## src/rtl/alu_pwr_seq.sv

```systemverilog
// alu_pwr_seq: power sequencer for the ALU domain. It drains busy work, isolates,
// then powers off; on wake it powers on, settles, then releases isolation.
// Ports: clk, rst (sync, active-high), sleep_req, wake_req, alu_busy, start_in
//        -> start_out, alu_pwr_en, iso_en, sleep_ack, wake_ack, start_drop,
//           pwr_state[2:0]
module alu_pwr_seq #(
   parameter int ISO_SETUP    = 2,
   parameter int PWRUP_DLY    = 4,
   parameter int IDLE_TIMEOUT = 0,
   parameter int CNT_W        = 16
) (
   input  logic       clk,
   input  logic       rst,
   input  logic       sleep_req,
   input  logic       wake_req,
   input  logic       alu_busy,
   input  logic       start_in,
   output logic       start_out,
   output logic       alu_pwr_en,
   output logic       iso_en,
   output logic       sleep_ack,
   output logic       wake_ack,
   output logic       start_drop,
   output logic [2:0] pwr_state
);

   typedef enum logic [2:0] {
      S_RUN   = 3'd0,
      S_DRAIN = 3'd1,
      S_ISO   = 3'd2,
      S_OFF   = 3'd3,
      S_PWRUP = 3'd4
   } state_t;

   localparam logic [CNT_W-1:0] ISO_LAST = CNT_W'(ISO_SETUP - 1);
   localparam logic [CNT_W-1:0] PU_LAST  = CNT_W'(PWRUP_DLY - 1);
   localparam logic [CNT_W-1:0] IDLE_MAX = CNT_W'(IDLE_TIMEOUT);
   localparam int IDLE_HIT_I = (IDLE_TIMEOUT > 0) ? IDLE_TIMEOUT - 1 : 0;
   localparam logic [CNT_W-1:0] IDLE_HIT = CNT_W'(IDLE_HIT_I);
   localparam logic AUTO = (IDLE_TIMEOUT > 0);

   state_t           state, state_nxt;
   logic [CNT_W-1:0] dly_cnt, dly_nxt;
   logic [CNT_W-1:0] idle_cnt, idle_nxt;
   logic             idle_now;
   logic             auto_hit;
   // First non-reset edge must report the reset-entered OFF as a fresh entry.
   logic             boot_q;

   assign idle_now  = !start_in && !alu_busy;
   // idle_cnt holds idle cycles before this one; hit on the final idle cycle.
   assign auto_hit  = AUTO && idle_now && (idle_cnt >= IDLE_HIT);
   assign start_out = start_in && (state == S_RUN);
   assign pwr_state = state;

   always_comb begin
      state_nxt = state;
      dly_nxt   = dly_cnt;
      idle_nxt  = idle_cnt;
      unique case (state)
         S_RUN: begin
            if (!idle_now)
               idle_nxt = '0;
            else if (idle_cnt != IDLE_MAX)
               idle_nxt = idle_cnt + 1'b1;
            if (sleep_req || auto_hit)
               state_nxt = S_DRAIN;
         end
         S_DRAIN: begin
            if (!alu_busy)
               state_nxt = S_ISO;
         end
         S_ISO: begin
            if (dly_cnt == ISO_LAST)
               state_nxt = S_OFF;
            else
               dly_nxt = dly_cnt + 1'b1;
         end
         S_OFF: begin
            if (wake_req)
               state_nxt = S_PWRUP;
         end
         S_PWRUP: begin
            if (dly_cnt == PU_LAST)
               state_nxt = S_RUN;
            else
               dly_nxt = dly_cnt + 1'b1;
         end
         default: state_nxt = S_OFF;
      endcase
      // Every state change starts its counters from zero.
      if (state_nxt != state) begin
         dly_nxt  = '0;
         idle_nxt = '0;
      end
   end

   always_ff @(posedge clk) begin
      if (rst) begin
         state      <= S_OFF;
         dly_cnt    <= '0;
         idle_cnt   <= '0;
         alu_pwr_en <= 1'b0;
         iso_en     <= 1'b1;
         sleep_ack  <= 1'b0;
         wake_ack   <= 1'b0;
         start_drop <= 1'b0;
         boot_q     <= 1'b1;
      end else begin
         state      <= state_nxt;
         dly_cnt    <= dly_nxt;
         idle_cnt   <= idle_nxt;
         alu_pwr_en <= (state_nxt != S_OFF);
         iso_en     <= (state_nxt == S_ISO) || (state_nxt == S_OFF) ||
                       (state_nxt == S_PWRUP);
         sleep_ack  <= (state_nxt == S_OFF) && ((state != S_OFF) || boot_q);
         wake_ack   <= (state_nxt == S_RUN) && (state != S_RUN);
         start_drop <= start_in && (state != S_RUN);
         boot_q     <= 1'b0;
      end
   end

endmodule

```

## config.mk

```make
export PLATFORM = sky130hd
export DESIGN_NAME = alu_pwr_seq
export DESIGN_NICKNAME = d
export VERILOG_FILES = /design/src/rtl/alu_pwr_seq.sv
export SDC_FILE = /design/constraint.sdc
export NUM_CORES = 1
export LEC_CHECK = 0
export CORE_UTILIZATION = 55
export DETAILED_ROUTE_END_ITERATION = 12
export DONT_BUFFER_PORTS = 1
export GPL_TIMING_DRIVEN = 0
export PLACE_DENSITY = 0.84
export SLEW_MARGIN = 40
export SYNTH_ARGS = -nofsm -noshare
export SYNTH_HDL_FRONTEND = slang
export SYNTH_SLANG_ARGS = --single-unit
```

## constraint.sdc

```tcl
create_clock -name clk -period 1.5 [get_ports clk]
set_input_delay 0.225 -clock clk [delete_from_list [all_inputs] [get_ports clk]]
set_output_delay 0.225 -clock clk [all_outputs]
set_load 0.01 [all_outputs]
```

==> flow_summary.toml, run 1 <==
[route]
drc = 0
via_per_inst = 6.565
wire_per_inst_um = 21.24
routed_wirelength_um = 4248
drt_iter0_markers = 73
drtPass1Iterations = 4
antenna_left = 0
vias = 1313

[synth]
ys_top_cells_by_area = "dfxtp_1 41%, nor2_1 7.3%, xor2_1 6.4%, nand2_1 4.6%, nand3_1 3.2%"
synthXorXnorAreaFrac = 0.08519
synth_fa_ha_area_frac = 0.02028
synth_warnings = 0
syn_area_um2 = 1234
synth_edf_count = 0
yosys.area_share.simple = 0.2972
yosys-top-cells-count = "25 x dfxtp_1, 24 x nor2_1, 15 x nand2_1"
synthArstFlopShare = 0
syn_inst = 149
synth_top_family_by_area = "simple AND/OR/NAND/NOR gates"
yosysMostFrequentCell = "dfxtp_1"
yosysSeqAreaShare = 0.4057
synth-seq-cells = 25
postSynthAreaPerCell_um2 = 8.280
synthMuxAreaShare = 0
synth_cell_type_count = 37
synthFlopType = "dfxtp_1"
syn-num-nets = 157
synth_top_area_cell = "dfxtp_1"
synth_top_area_frac = 0.4057
synth_compound_area_frac = 0.1623

[worst_setup_path]
critPathRequiredTime_ns = 1.72
r2r-end = "dly_cnt[13]$_SDFFE_PP0P_"
crit_path_end_kind = "flop"
worstPathArrival_ns = 2.02
cp_cell_sequence = "or3b_4 -> a211oi_4 -> buf_6 -> nand2_2 -> xor2_1 -> nor2_1"
r2r_cells = 6
crit_path_top_delay_cell = "or3b_4"
crit_family = "simple AND/OR/NAND/NOR gates"
path_buf_inv = 1
reg2reg_slack_ns = -0.30
cp_max_fo = 6
criticalPathCategory = "reg -> reg"
start_kind = "flop"
r2r-start = "pwr_state[1]$_SDFF_PP1_"
cpPeakStageDelay_ns = 0.47

[finish]
syn_to_final_growth_pct = 40.37
nets = 182
nFillCells = 104
final_design_area_no_fill_um2 = 1732
drive_gt1_frac = 0.4451
n_antenna_cell = 0
final_util = 0.8480

[clock_network]
clockRootBuffer = "clkbuf_4"
numCtsBuffers = 3
cts_tree = "yes"
cts_sinks = 25
cts_buffer_depth = 2
clk_pin_slew_ns = 0.14
insertion_delay_ns = 0.31
htreeDepth = 1

[floorplan]
io_pins = 15
start_util = 0.6042
fp-row-count = 16
die_w_um = 49.36
die_y_um = 49.36
dieArea_um2 = 2436
core_area_um2 = 2042

[placed_design]
hpwl_um = 1662
placed_area_um2 = 1274
gp_congestion = 0.8755
io_buffers = 0

[timing]
rsz0062_at_grt = "yes"
maxSlewHeadroom = 0.7462
report.final.slew_viol_count = 0
fin_crit_sh = 1.201
hold_viol = 0
finalClockSkew_ns = 0.006045
period_minus_slack_ns = 1.802
worst_slack_ns = -0.3021
fmax_mhz = 554.9
setup_viol = 23
worst_pin_slew_ns = 0.3787

[pwr]
p_per_area_nw_per_um2 = 843.9
peakVddDrop_mv = 0.6100
total_leakage_power_uw = 0.0005918

[grt]
met2_usage = 0.4132
antenna_found_initial = 0
grt_pass1_vias = 1052
busiest_layer = "met2"
grt_max_degree = 15
grtUsageMet3 = 0.04050
grt_first_pass_wirelength_um = 4726
grt_remaining_overflow = 0
met1_usage = 0.3372
grtUsageTotal = 0.2513

[worst_hold_path]
hold_path.startpoint = "rst"
min_path_type = "in -> reg"
hold_end = "pwr_state[1]$_SDFF_PP1_"
holdPathStages = 1

[status]
failed_checks = "setup timing"
outcome = "finished, violations left"

[run]
max_cap_viol_count = 0
-- worst max path at each step --
stage,start,depth (start not counted),endpoint
global route,pwr_state[1]$_SDFF_PP1_,6,dly_cnt[13]$_SDFFE_PP0P_
floorplan,pwr_state[1]$_SDFF_PP1_,6,dly_cnt[2]$_SDFFE_PP0P_
detailed placement,pwr_state[0]$_SDFF_PP1_,6,dly_cnt[7]$_SDFFE_PP0P_
CTS,pwr_state[2]$_SDFF_PP0_,7,dly_cnt[13]$_SDFFE_PP0P_
finish,pwr_state[1]$_SDFF_PP1_,6,dly_cnt[13]$_SDFFE_PP0P_
global placement,pwr_state[1]$_SDFF_PP1_,6,dly_cnt[2]$_SDFFE_PP0P_
-- power breakdown --
part / total [µW] / leakage [µW] / switching (µW) / internal, µW
registers: 747 / 0.000210 / 48.4 / 699
logic: 412 / 0.000364 / 222 / 190
clock network: 303 / 0.0000177 / 203 / 99.5
-- sequential cells by signal, summed over array words and instances, names as in the netlist --
signal and flops:
alu_pwr_en 1, pwr_state 3, start_drop 1, iso_en 1, wake_ack 1, dly_cnt 16, sleep_ack 1, boot_q 1
-- cell usage in the layout, fill, tap and decap left out, types with 3 or more instances in the layout --
cell      instances
o21ai_0           5
nor3_2            3
nand3_1           6
nor2_2            3
xor2_1            9
a21oi_2           4
clkbuf_4          4
o21a_1            3
dfxtp_1          13
buf_4            15
buf_6             7
a21oi_1           3
dfxtp_2           7
nand2_1          12
nor2_1           19
nand2_2           3
dfxtp_4           5
-- cell families (layout without fill, tap and decap cells) --
group / after synthesis / in the layout
compound gates: 28 / 28
xor+xnor: 12 / 12
buf+inv: 8 / 32
simple gates: 74 / 74
fa+ha+maj: 2 / 2
flops: 25 / 25
-- through the flow --
step                      setup TNS [ns]  std cells  worst slack (ns)  hold slack [ns]  total power, µW
after floorplan                  -0.2199        149          -0.03471           0.2527            910.8
after global placement            -3.556        176           -0.2596           0.2530            945.3
after detailed placement          -4.253        176           -0.3092           0.2530            952.7
after CTS                         -2.026        191           -0.2001          0.02508             1294
after global routing              -4.629        200           -0.3643          0.02039             1504
final                             -4.001        200           -0.3021          0.03039             1461
-- timing repair --
action | 4_1_cts | 5_1_grt
hold endpoints to repair | 3 | 0
pin swaps | 9 | 19
setup buffers | 9 | 10
gates cloned | 1 | 0
gates resized for setup | 32 | 47
endpoints found under the setup margin | 23 | 23
hold buffers | 1 | 0
-- routing by layer --
layer	share of wire	up-vias
li1	-	567
met1	0.41	637
met2	0.48	90
met3	0.080	19
met4	0.033	0
met5	0	-
-- area by class of cell --
cell class                 instances  area (µm²)  share of cell area
multi-input combinational        116       895.9              0.5173
clock buffer                       3       22.52             0.01301
sequential                        25       528.0              0.3049
buffer                             5       60.06             0.03468
clock inverter                     1       5.005            0.002890
timing repair buffer              21       178.9              0.1033
inverter                           2       7.507            0.004335
tap                               27       33.78             0.01951
Note: power is estimated with default switching activity, not from simulation.
==> inputs of run 2 (changes only) <==
- ABC_AREA: not set -> 1
- CORE_UTILIZATION: 55 -> 57
- PLACE_DENSITY: 0.84 -> 0.86
- RECOVER_POWER: not set -> 100
==> run 2 against run 1 <==
  * The flow still finishes with violations (setup timing)
  * Clock power up 4%
  * Cell count grew 76%
  * Clock-buffer cell count stayed put
  * Wire length is 20% higher
  * Hold slack improved by 0.016 ns
  * Clock skew about the same
  * Register-to-register slack gained 0.23 ns
  * First-iteration DRC count rose by 120%
==> flow_summary.toml, run 2 <==
[floorplan]
die_w_um = 58.96
io_pins = 15
fp-row-count = 20
dieArea_um2 = 3476
die_y_um = 58.96
core_area_um2 = 3078
start_util = 0.6008

[timing]
fmax_mhz = 636.5
hold_ws_ns = 0.04634
rsz0062_at_grt = "yes"
period_minus_slack_ns = 1.571
worst_slack_ns = -0.07099
finalClockSkew_ns = 0.005857
setup_viol = 17
hold_viol = 0
final.setup.tns_ns = -1.081
maxSlewHeadroom = 0.7915
report.final.slew_viol_count = 0
worst_pin_slew_ns = 0.3116
fin_crit_sh = 1.047

[finish]
final_util = 0.7728
final_common_cell = "nand2_1"
regMostFlops = "dly_cnt"
nets = 316
largest_reg_flops = 16
final_cell_mix = "73 x nand2_1, 37 x inv_1, 27 x nor2_1"
layout.cells.non_filler = 351
drive_gt1_frac = 0.3941
syn_to_final_growth_pct = 28.62
n_antenna_cell = 0

[pwr]
peakVddDrop_mv = 0.5271
power_uw = 1683
total_leakage_power_uw = 0.0009650
p_per_area_nw_per_um2 = 707.5

[synth]
yosysSeqAreaShare = 0.2706
synth_warnings = 0
synth_top_area_frac = 0.2706
yosys-top-cells-count = "79 x nand2_1, 45 x inv_1, 41 x nor2_1"
synth_top_area_cell = "dfxtp_1"
synth-seq-cells = 25
ys_top_cells_by_area = "dfxtp_1 27%, nand2_1 16%, inv_1 9.1%, nor2_1 8.3%, nor2_4 7.9%"
yosysMostFrequentCell = "nand2_1"
synthArstFlopShare = 0
syn-num-nets = 288
synth_edf_count = 0
synth_cell_type_count = 25
postSynthAreaPerCell_um2 = 6.605
syn_inst = 280
syn_area_um2 = 1849
synthFlopType = "dfxtp_1"

[placed_design]
gp_congestion = 0.8811
place_inst = 324
hpwl_um = 2589
io_buffers = 0

[status]
failed_checks = "setup timing"
outcome = "finished, violations left"

[worst_setup_path]
crit_cells = 10
start_kind = "flop"
r2r-end = "dly_cnt[1]$_SDFFE_PP0P_"
r2r_cells = 10
cpPeakStageDelay_ns = 0.43
reg2reg_slack_ns = -0.07
cp_max_fo = 7
r2r-start = "pwr_state[2]$_SDFF_PP0_"
path_buf_inv = 3
criticalPathCategory = "reg -> reg"
worstPathArrival_ns = 1.82
crit_path_end_kind = "flop"
crit_family = "simple AND/OR/NAND/NOR gates"
cp_cell_sequence = "inv_8 -> nand3_4 -> nor2_4 -> nand3_4 -> buf_8 -> nand3_2 -> nand2_2 -> nand2_4 -> buf_12 -> nor2_4"
crit_start = "pwr_state[2]$_SDFF_PP0_"
crit_path_top_delay_cell = "dfxtp_4"
critPathCapture = "dly_cnt[1]$_SDFFE_PP0P_"
critPathRequiredTime_ns = 1.75

[route]
vias = 1947
drc = 0
antenna_left = 0
drt_iter0_markers = 158
via_per_inst = 5.547
drtPass1Iterations = 5
routed_wirelength_um = 5114
wire_per_inst_um = 14.57

[worst_hold_path]
hold_path.startpoint = "rst"
min_path_type = "in -> reg"

[clock_network]
htreeDepth = 1
insertion_delay_ns = 0.34
cts_sinks = 25
numCtsBuffers = 3
cts_tree = "yes"
clockRootBuffer = "clkbuf_4"
clk_pin_slew_ns = 0.14
cts_buffer_depth = 2

[grt]
grt_remaining_overflow = 0
grt_first_pass_wirelength_um = 7300
antenna_found_initial = 0
grtUsageTotal = 0.2800
grt_max_degree = 15
grt_pass1_vias = 1672

[run]
max_cap_viol_count = 0
run 2: cell types whose count changed after synthesis, sizes merged, moves of 6 or more:
cell   change
a21oi      -8
inv       +46
nand2     +66
nand3     +11
nand4     +13
nor2      +44
xor2       -6
run 2: worst min path at each step:
stage,slack [ns],endpoint,cells past startpoint
6_report,0.05,iso_en$_SDFF_PP1_,2
5_1_grt,0.06,pwr_state[1]$_SDFF_PP1_,2
4_1_cts,0.04,iso_en$_SDFF_PP1_,2
3_5_place_dp,0.25,boot_q$_DFF_P_,0
3_3_place_gp,0.25,boot_q$_DFF_P_,0
2_1_floorplan,0.25,boot_q$_DFF_P_,0
run 2: report_power, final:
group / leakage (µW) / internal [µW] / switching (µW)
Sequential: 0.000216 / 692 / 70.9
Combinational: 0.000732 / 261 / 343
Clock: 0.0000177 / 101 / 215
Total: 0.000965 / 1050 / 629
run 2: final cells by class:
type | count | area, µm²
Sequential cell | 25 | 554.3
Multi-Input combinational cell | 202 | 1220
Inverter | 48 | 192.7
Fill cell | 188 | 699.4
Tap cell | 44 | 55.05
Buffer | 5 | 76.32
Clock buffer | 3 | 22.52
Timing Repair Buffer | 23 | 252.7
Clock inverter | 1 | 5.005
run 2: repair_timing:
item                                   in CTS  in global routing
endpoints found under the hold margin       3                  0
resized for setup                          49                 30
pin swaps                                   8                 13
cloned                                      2                  1
hold buffers                                1                  0
setup endpoints to repair                  17                 17
setup buffers                              13                  6
run 2: kinds of logic after synthesis:
family,after synthesis,share of synthesized area
AOI/OAI and AO/OA,8,0.03113
buffers and inverters,53,0.1373
DFF,25,0.2706
and+or+nand+nor,189,0.5331
xor gates and xnor gates,3,0.01421
adders and majority gates,2,0.01353
run 2: stage by stage:
stage,area [µm²],setup slack [ns]
after floorplan,1856,-0.01212
after global placement,1911,-0.1706
after detailed placement,1911,-0.2052
after CTS,2216,-0.006524
after global routing,2379,-0.1302
final,2379,-0.07099
run 2: routing by layer:
layer  vias to the layer above  part of all wire  GRT usage
li1                        915                 -          -
met1                       867              0.36     0.3459
met2                       130              0.48     0.4610
met3                        35              0.10    0.05055
met4                         0             0.051     0.1497
met5                         -                 0          0
